**src/rtl/rob_commit.sv**
```systemverilog
// Retire stage: pops up to two completed ROB heads in order, serialises stores, sequences flushes.
// Latency: rd_en1/rd_en2 combinational; commit records, store_req and rob_flush registered (+1 cycle).
// Backpressure: commit_stall blocks pops; a head store waits for store_ack; a flush blocks pops for FLUSH_CYCLES.
module rob_commit #(
  parameter int DATA_WIDTH   = 124,
  parameter int FLUSH_CYCLES = 4,
  parameter int CNT_WIDTH    = 64
) (
  input  logic                  clk,
  input  logic                  reset,
  input  logic                  head0_valid,
  input  logic [DATA_WIDTH-1:0] head0_data,
  input  logic                  head0_done,
  input  logic                  head0_is_store,
  input  logic                  head1_valid,
  input  logic [DATA_WIDTH-1:0] head1_data,
  input  logic                  head1_done,
  input  logic                  head1_is_store,
  output logic                  rd_en1,
  output logic                  rd_en2,
  output logic                  store_req,
  input  logic                  store_ack,
  input  logic                  commit_stall,
  input  logic                  flush_req,
  output logic                  rob_flush,
  output logic                  commit0_valid,
  output logic [63:0]           commit0_pc,
  output logic [4:0]            commit0_lrd,
  output logic [5:0]            commit0_prd,
  output logic [5:0]            commit0_old_prd,
  output logic                  commit0_need_to_wb,
  output logic                  commit1_valid,
  output logic [63:0]           commit1_pc,
  output logic [4:0]            commit1_lrd,
  output logic [5:0]            commit1_prd,
  output logic [5:0]            commit1_old_prd,
  output logic                  commit1_need_to_wb,
  output logic [CNT_WIDTH-1:0]  retired_count
);

  localparam logic [1:0] ST_RUN        = 2'd0;
  localparam logic [1:0] ST_STORE_WAIT = 2'd1;
  localparam logic [1:0] ST_FLUSH      = 2'd2;

  logic [1:0]           state_q, state_d;
  logic [3:0]           fcnt_q, fcnt_d;
  logic                 store_req_q, store_req_d;
  logic                 rob_flush_q, rob_flush_d;
  logic [CNT_WIDTH-1:0] retired_count_q, retired_count_d;

  logic                 c0, c1, st_ret;
  logic                 pop0, pop1;

  logic                 commit0_valid_q, commit0_valid_d;
  logic [63:0]          commit0_pc_q, commit0_pc_d;
  logic [4:0]           commit0_lrd_q, commit0_lrd_d;
  logic [5:0]           commit0_prd_q, commit0_prd_d;
  logic [5:0]           commit0_old_prd_q, commit0_old_prd_d;
  logic                 commit0_nwb_q, commit0_nwb_d;
  logic                 commit1_valid_q, commit1_valid_d;
  logic [63:0]          commit1_pc_q, commit1_pc_d;
  logic [4:0]           commit1_lrd_q, commit1_lrd_d;
  logic [5:0]           commit1_prd_q, commit1_prd_d;
  logic [5:0]           commit1_old_prd_q, commit1_old_prd_d;
  logic                 commit1_nwb_q, commit1_nwb_d;

  // instr and source-register fields are not needed at retire
  logic unused_payload;
  assign unused_payload = ^{head0_data[59:18], head1_data[59:18]};

  // Retire decision and FSM next state; a flush request overrides everything else
  always_comb begin
    state_d     = state_q;
    fcnt_d      = fcnt_q;
    store_req_d = store_req_q;
    rob_flush_d = rob_flush_q;
    c0          = 1'b0;
    c1          = 1'b0;
    st_ret      = 1'b0;
    if (flush_req) begin
      state_d     = ST_FLUSH;
      fcnt_d      = 4'(FLUSH_CYCLES);
      store_req_d = 1'b0;
      rob_flush_d = 1'b1;
    end else begin
      case (state_q)
        ST_RUN: begin
          if (!commit_stall && head0_valid && head0_done) begin
            if (head0_is_store) begin
              // stores retire alone from slot 0 after the store buffer takes them
              store_req_d = 1'b1;
              state_d     = ST_STORE_WAIT;
            end else begin
              c0 = 1'b1;
              c1 = head1_valid && head1_done && !head1_is_store;
            end
          end
        end
        ST_STORE_WAIT: begin
          if (store_ack) begin
            st_ret      = 1'b1;
            store_req_d = 1'b0;
            state_d     = ST_RUN;
          end
        end
        ST_FLUSH: begin
          // counter holds the remaining high cycles of rob_flush including this one
          if (fcnt_q <= 4'd1) begin
            fcnt_d      = 4'd0;
            rob_flush_d = 1'b0;
            state_d     = ST_RUN;
          end else begin
            fcnt_d = fcnt_q - 4'd1;
          end
        end
        default: state_d = ST_RUN;
      endcase
    end
  end

  // Pop enables, commit record capture and retired counter update
  always_comb begin
    pop0              = !reset && (c0 || st_ret);
    pop1              = !reset && c1;
    commit0_valid_d   = pop0;
    commit0_pc_d      = head0_data[123:60];
    commit0_lrd_d     = head0_data[17:13];
    commit0_prd_d     = head0_data[12:7];
    commit0_old_prd_d = head0_data[6:1];
    commit0_nwb_d     = head0_data[0];
    commit1_valid_d   = pop1;
    commit1_pc_d      = head1_data[123:60];
    commit1_lrd_d     = head1_data[17:13];
    commit1_prd_d     = head1_data[12:7];
    commit1_old_prd_d = head1_data[6:1];
    commit1_nwb_d     = head1_data[0];
    retired_count_d   = retired_count_q + CNT_WIDTH'(pop0) + CNT_WIDTH'(pop1);
  end

  // State registers with synchronous reset
  always_ff @(posedge clk) begin
    if (reset) begin
      state_q           <= ST_RUN;
      fcnt_q            <= 4'd0;
      store_req_q       <= 1'b0;
      rob_flush_q       <= 1'b0;
      retired_count_q   <= '0;
      commit0_valid_q   <= 1'b0;
      commit0_pc_q      <= '0;
      commit0_lrd_q     <= '0;
      commit0_prd_q     <= '0;
      commit0_old_prd_q <= '0;
      commit0_nwb_q     <= 1'b0;
      commit1_valid_q   <= 1'b0;
      commit1_pc_q      <= '0;
      commit1_lrd_q     <= '0;
      commit1_prd_q     <= '0;
      commit1_old_prd_q <= '0;
      commit1_nwb_q     <= 1'b0;
    end else begin
      state_q           <= state_d;
      fcnt_q            <= fcnt_d;
      store_req_q       <= store_req_d;
      rob_flush_q       <= rob_flush_d;
      retired_count_q   <= retired_count_d;
      commit0_valid_q   <= commit0_valid_d;
      commit0_pc_q      <= commit0_pc_d;
      commit0_lrd_q     <= commit0_lrd_d;
      commit0_prd_q     <= commit0_prd_d;
      commit0_old_prd_q <= commit0_old_prd_d;
      commit0_nwb_q     <= commit0_nwb_d;
      commit1_valid_q   <= commit1_valid_d;
      commit1_pc_q      <= commit1_pc_d;
      commit1_lrd_q     <= commit1_lrd_d;
      commit1_prd_q     <= commit1_prd_d;
      commit1_old_prd_q <= commit1_old_prd_d;
      commit1_nwb_q     <= commit1_nwb_d;
    end
  end

  assign rd_en1             = pop0;
  assign rd_en2             = pop1;
  assign store_req          = store_req_q;
  assign rob_flush          = rob_flush_q;
  assign retired_count      = retired_count_q;
  assign commit0_valid      = commit0_valid_q;
  assign commit0_pc         = commit0_pc_q;
  assign commit0_lrd        = commit0_lrd_q;
  assign commit0_prd        = commit0_prd_q;
  assign commit0_old_prd    = commit0_old_prd_q;
  assign commit0_need_to_wb = commit0_nwb_q;
  assign commit1_valid      = commit1_valid_q;
  assign commit1_pc         = commit1_pc_q;
  assign commit1_lrd        = commit1_lrd_q;
  assign commit1_prd        = commit1_prd_q;
  assign commit1_old_prd    = commit1_old_prd_q;
  assign commit1_need_to_wb = commit1_nwb_q;

endmodule

```
**config.mk**
```make
export PLATFORM = sky130hd
export DESIGN_NAME = rob_commit
export DESIGN_NICKNAME = d
export VERILOG_FILES = /design/src/rtl/rob_commit.sv
export SDC_FILE = /design/constraint.sdc
export NUM_CORES = 1
export LEC_CHECK = 0
export BUFFER_PORTS_ARGS = -buffer_cell sky130_fd_sc_hd__clkbuf_2
export CAP_MARGIN = 20
export CORE_AREA = 2 2 192 194
export CTS_CLUSTER_DIAMETER = 60
export DETAILED_ROUTE_END_ITERATION = 7
export DIE_AREA = 0 0 194 196
export PLACE_DENSITY = 0.57
export SYNTH_ARGS = -nofsm -noshare
export SYNTH_HDL_FRONTEND = slang
export SYNTH_SLANG_ARGS = --single-unit
export TNS_END_PERCENT = 30
```
**constraint.sdc**
```tcl
create_clock -name clk -period 3.2 [get_ports clk]
set_input_delay 0.16 -clock clk [delete_from_list [all_inputs] [get_ports clk]]
set_output_delay 0.16 -clock clk [all_outputs]
set_load 0.05 [all_outputs]
```
==> out/summary.txt <==
total wire length after detailed routing: 26.4 mm
area occupied by registers: 0.00477 mm2
Post-synth EDFFs: 0
min cycle time layout: 3.16 ns
RSZ-0062 raised after global routing: yes
synth cell count leaders: dfxtp_1 (238), nor2b_1 (167), nor2_1 (55)
max-cap violations: 0
synthesis-stage register bit count: 238
Setup TNS: 0 ns
count leader, synth: dfxtp_1
clk root buf: clkbuf_16
num rows: 70
Detail Route Antenna Nets: 0
initial antenna violation count: 1
post-synthesis cell count: 765
period utilization: 0.987
Initial DRC Count: 277
synthesized area: 0.00792 mm2
final hold violations: 0
Area contributors post-synth: dfxtp_1 (60%), nor2b_1 (13%), xor2_1 (2.8%), nor2_1 (2.6%), nand4_1 (2.4%)
setup ws final: 0.0412 ns
run status: complete, no violations
final slew viol count: 0
share of cells above drive strength 1: 0.373
Worst Tran Pin Value: 1.03 ns
post-route cell area: 0.0136 mm2
sequential area share after synthesis: 0.601
hold wc startpoint: commit_stall
TritonCTS Buffers: 28
die height: 196 um
FILL cells: 3,559
Static Leak: 6.08 nW
DPL Wire Length: 18.5 mm
post-synthesis average cell area: 10.4 um2
TritonRoute pass-1 iters: 6
H-tree depth: 1
CP Capture Type: flop
leading area contributor after synthesis: dfxtp_1
die footprint: 0.0380 mm2
Starting Density: 0.220
syn nets: 1,028
post-synth top area share: 0.601
crit path launch type: flop
PortBufs: 408
slew margin rel.: 0.312
Routed wire per std cell: 14.2 um
reg2reg start: state_q[0]
Synth Warn #: 0
f_max: 0.317 GHz
I/O pin cnt: 493
Syn-to-layout area delta: 71.8%
first-pass GRT wire length: 40.7 mm
maximum root-to-sink buffer count: 3
synth unique cells: 40
worst setup path startpoint: state_q[0]
# DRC: 0
largest net degree at the start of global routing: 97
Arr. time, crit path: 3.62 ns
routed vias/inst: 4.16
Post-synth ARST share: 0
clk_skew: 0.00881 ns
pre-CTS WS: -0.0211 ns
Reg clk slew, reported paths: 0.06 ns
Die Wd: 194 um
Setup Viol. Count Final: 0
Sink Count: 238
Peak VDD IR: 480 uV
WP data required: 3.67 ns
Nets: 1,640
CTS tree: yes
via count: 7,776
worst skew pair latency: 0.54 ns
CP Class: flop to flop
Hold WC Path Type: input port to flop
Max FO, Critical Path: 5
top_reg_cell synth: dfxtp_1
multi-input logic area: 0.00312 mm2
Tot GR Track Use: 0.132
Cell Area, Placed: 0.0107 mm2
GPL Wtd Cong: 0.767
total grt overflow: 0
Placeable Area: 0.0361 mm2
vias in the first global route: 7,917
P per Cell Area: 560 mW/mm2
-- critical path: stages (launching register included) --
cell	delay (ns)
dfxtp_2	0.34
nor4b_4	0.28
nand3b_1	0.17
nor4_4	0.32
inv_1	0.10
fa_2	0.41
inv_2	0.07
ha_4	0.12
nand4_1	0.17
nor3_4	0.20
buf_12	0.15
nand4_1	0.19
or3_4	0.44
a21oi_2	0.11
-- path summary, 6_finish.rpt --
path	slack [ns]	to	depth (start not counted)
hold / removal	0.26	commit0_valid	6
setup reg to reg	0.04	retired_count[36]	13
setup / recovery	0.04	retired_count[36]	13
hold reg to reg	0.50	rob_flush	2
-- layout make-up --
type / count / share of cell area
Tap cell: 468 / 0.0430
Multi-Input combinational cell: 485 / 0.229
Inverter: 11 / 0.00303
Timing Repair Buffer: 613 / 0.297
Clock buffer: 33 / 0.0551
Sequential cell: 238 / 0.350
Clock inverter: 19 / 0.0221
Antenna cell: 1 / 0.000184
-- flip-flops by register name, summed over array words and instances, names as in the netlist, 2 cells and up --
| name | flops |
|---|---|
| commit0_pc | 64 |
| commit0_lrd | 5 |
| commit1_lrd | 5 |
| commit1_prd | 6 |
| state_q | 2 |
| fcnt_q | 4 |
| commit0_prd | 6 |
| retired_count | 64 |
| commit1_pc | 64 |
| commit0_old_prd | 6 |
| commit1_old_prd | 6 |
-- placed cells by master (no fill, tap or decap), types with 17 or more instances in the layout --
cell	count
a21oi_1	26
buf_4	27
clkbuf_16	29
clkbuf_2	407
dfxtp_1	237
dlygate4sd3_1	173
nand2_1	24
nand3_1	22
nand4_1	30
nor2_1	55
nor2b_1	167
o21ai_0	19
or3_1	17
xor2_1	25
-- routing by layer --
layer,global-route usage,vias to the layer above,wire (um)
met5,0,-,0
met4,0.0513,0,847
met3,0.0499,59,2640
met2,0.238,304,13200
met1,0.140,3616,9790
li1,-,3797,-
-- power by group --
part,internal [mW],switching (mW)
sequential,3.08,0.0332
combinational,0.347,0.593
clock,2.26,1.31
-- kinds of logic (layout without fill, tap and decap cells) --
group	count (synthesis)	count (layout)	share of synthesized area
and+or+nand+nor	384	384	0.288
other	0	1	0
DFF	238	238	0.601
AOI/OAI and AO/OA	61	61	0.0418
adders and majority gates	4	4	0.00726
buffers and inverters	42	676	0.0213
xor gates and xnor gates	36	36	0.0398
-- metrics by stage --
step	total power, mW	util	cells	hold slack [ns]
after detailed placement	3.94	0.295	1633	0.373
final	7.63	0.377	1868	0.256
after global placement	3.94	0.295	1633	0.368
after global routing	7.93	0.377	1868	0.236
after floorplan	3.69	-	765	0.239
after CTS	7.75	0.373	1860	0.126
-- timing repair --
item	CTS	global route
endpoints found under the hold margin	171	0
gates resized for setup	0	24
setup buffers	2	7
pin swaps	1	13
hold buffers	173	0
setup endpoints to repair	10	26
Note: power is estimated with default switching activity, not from simulation.
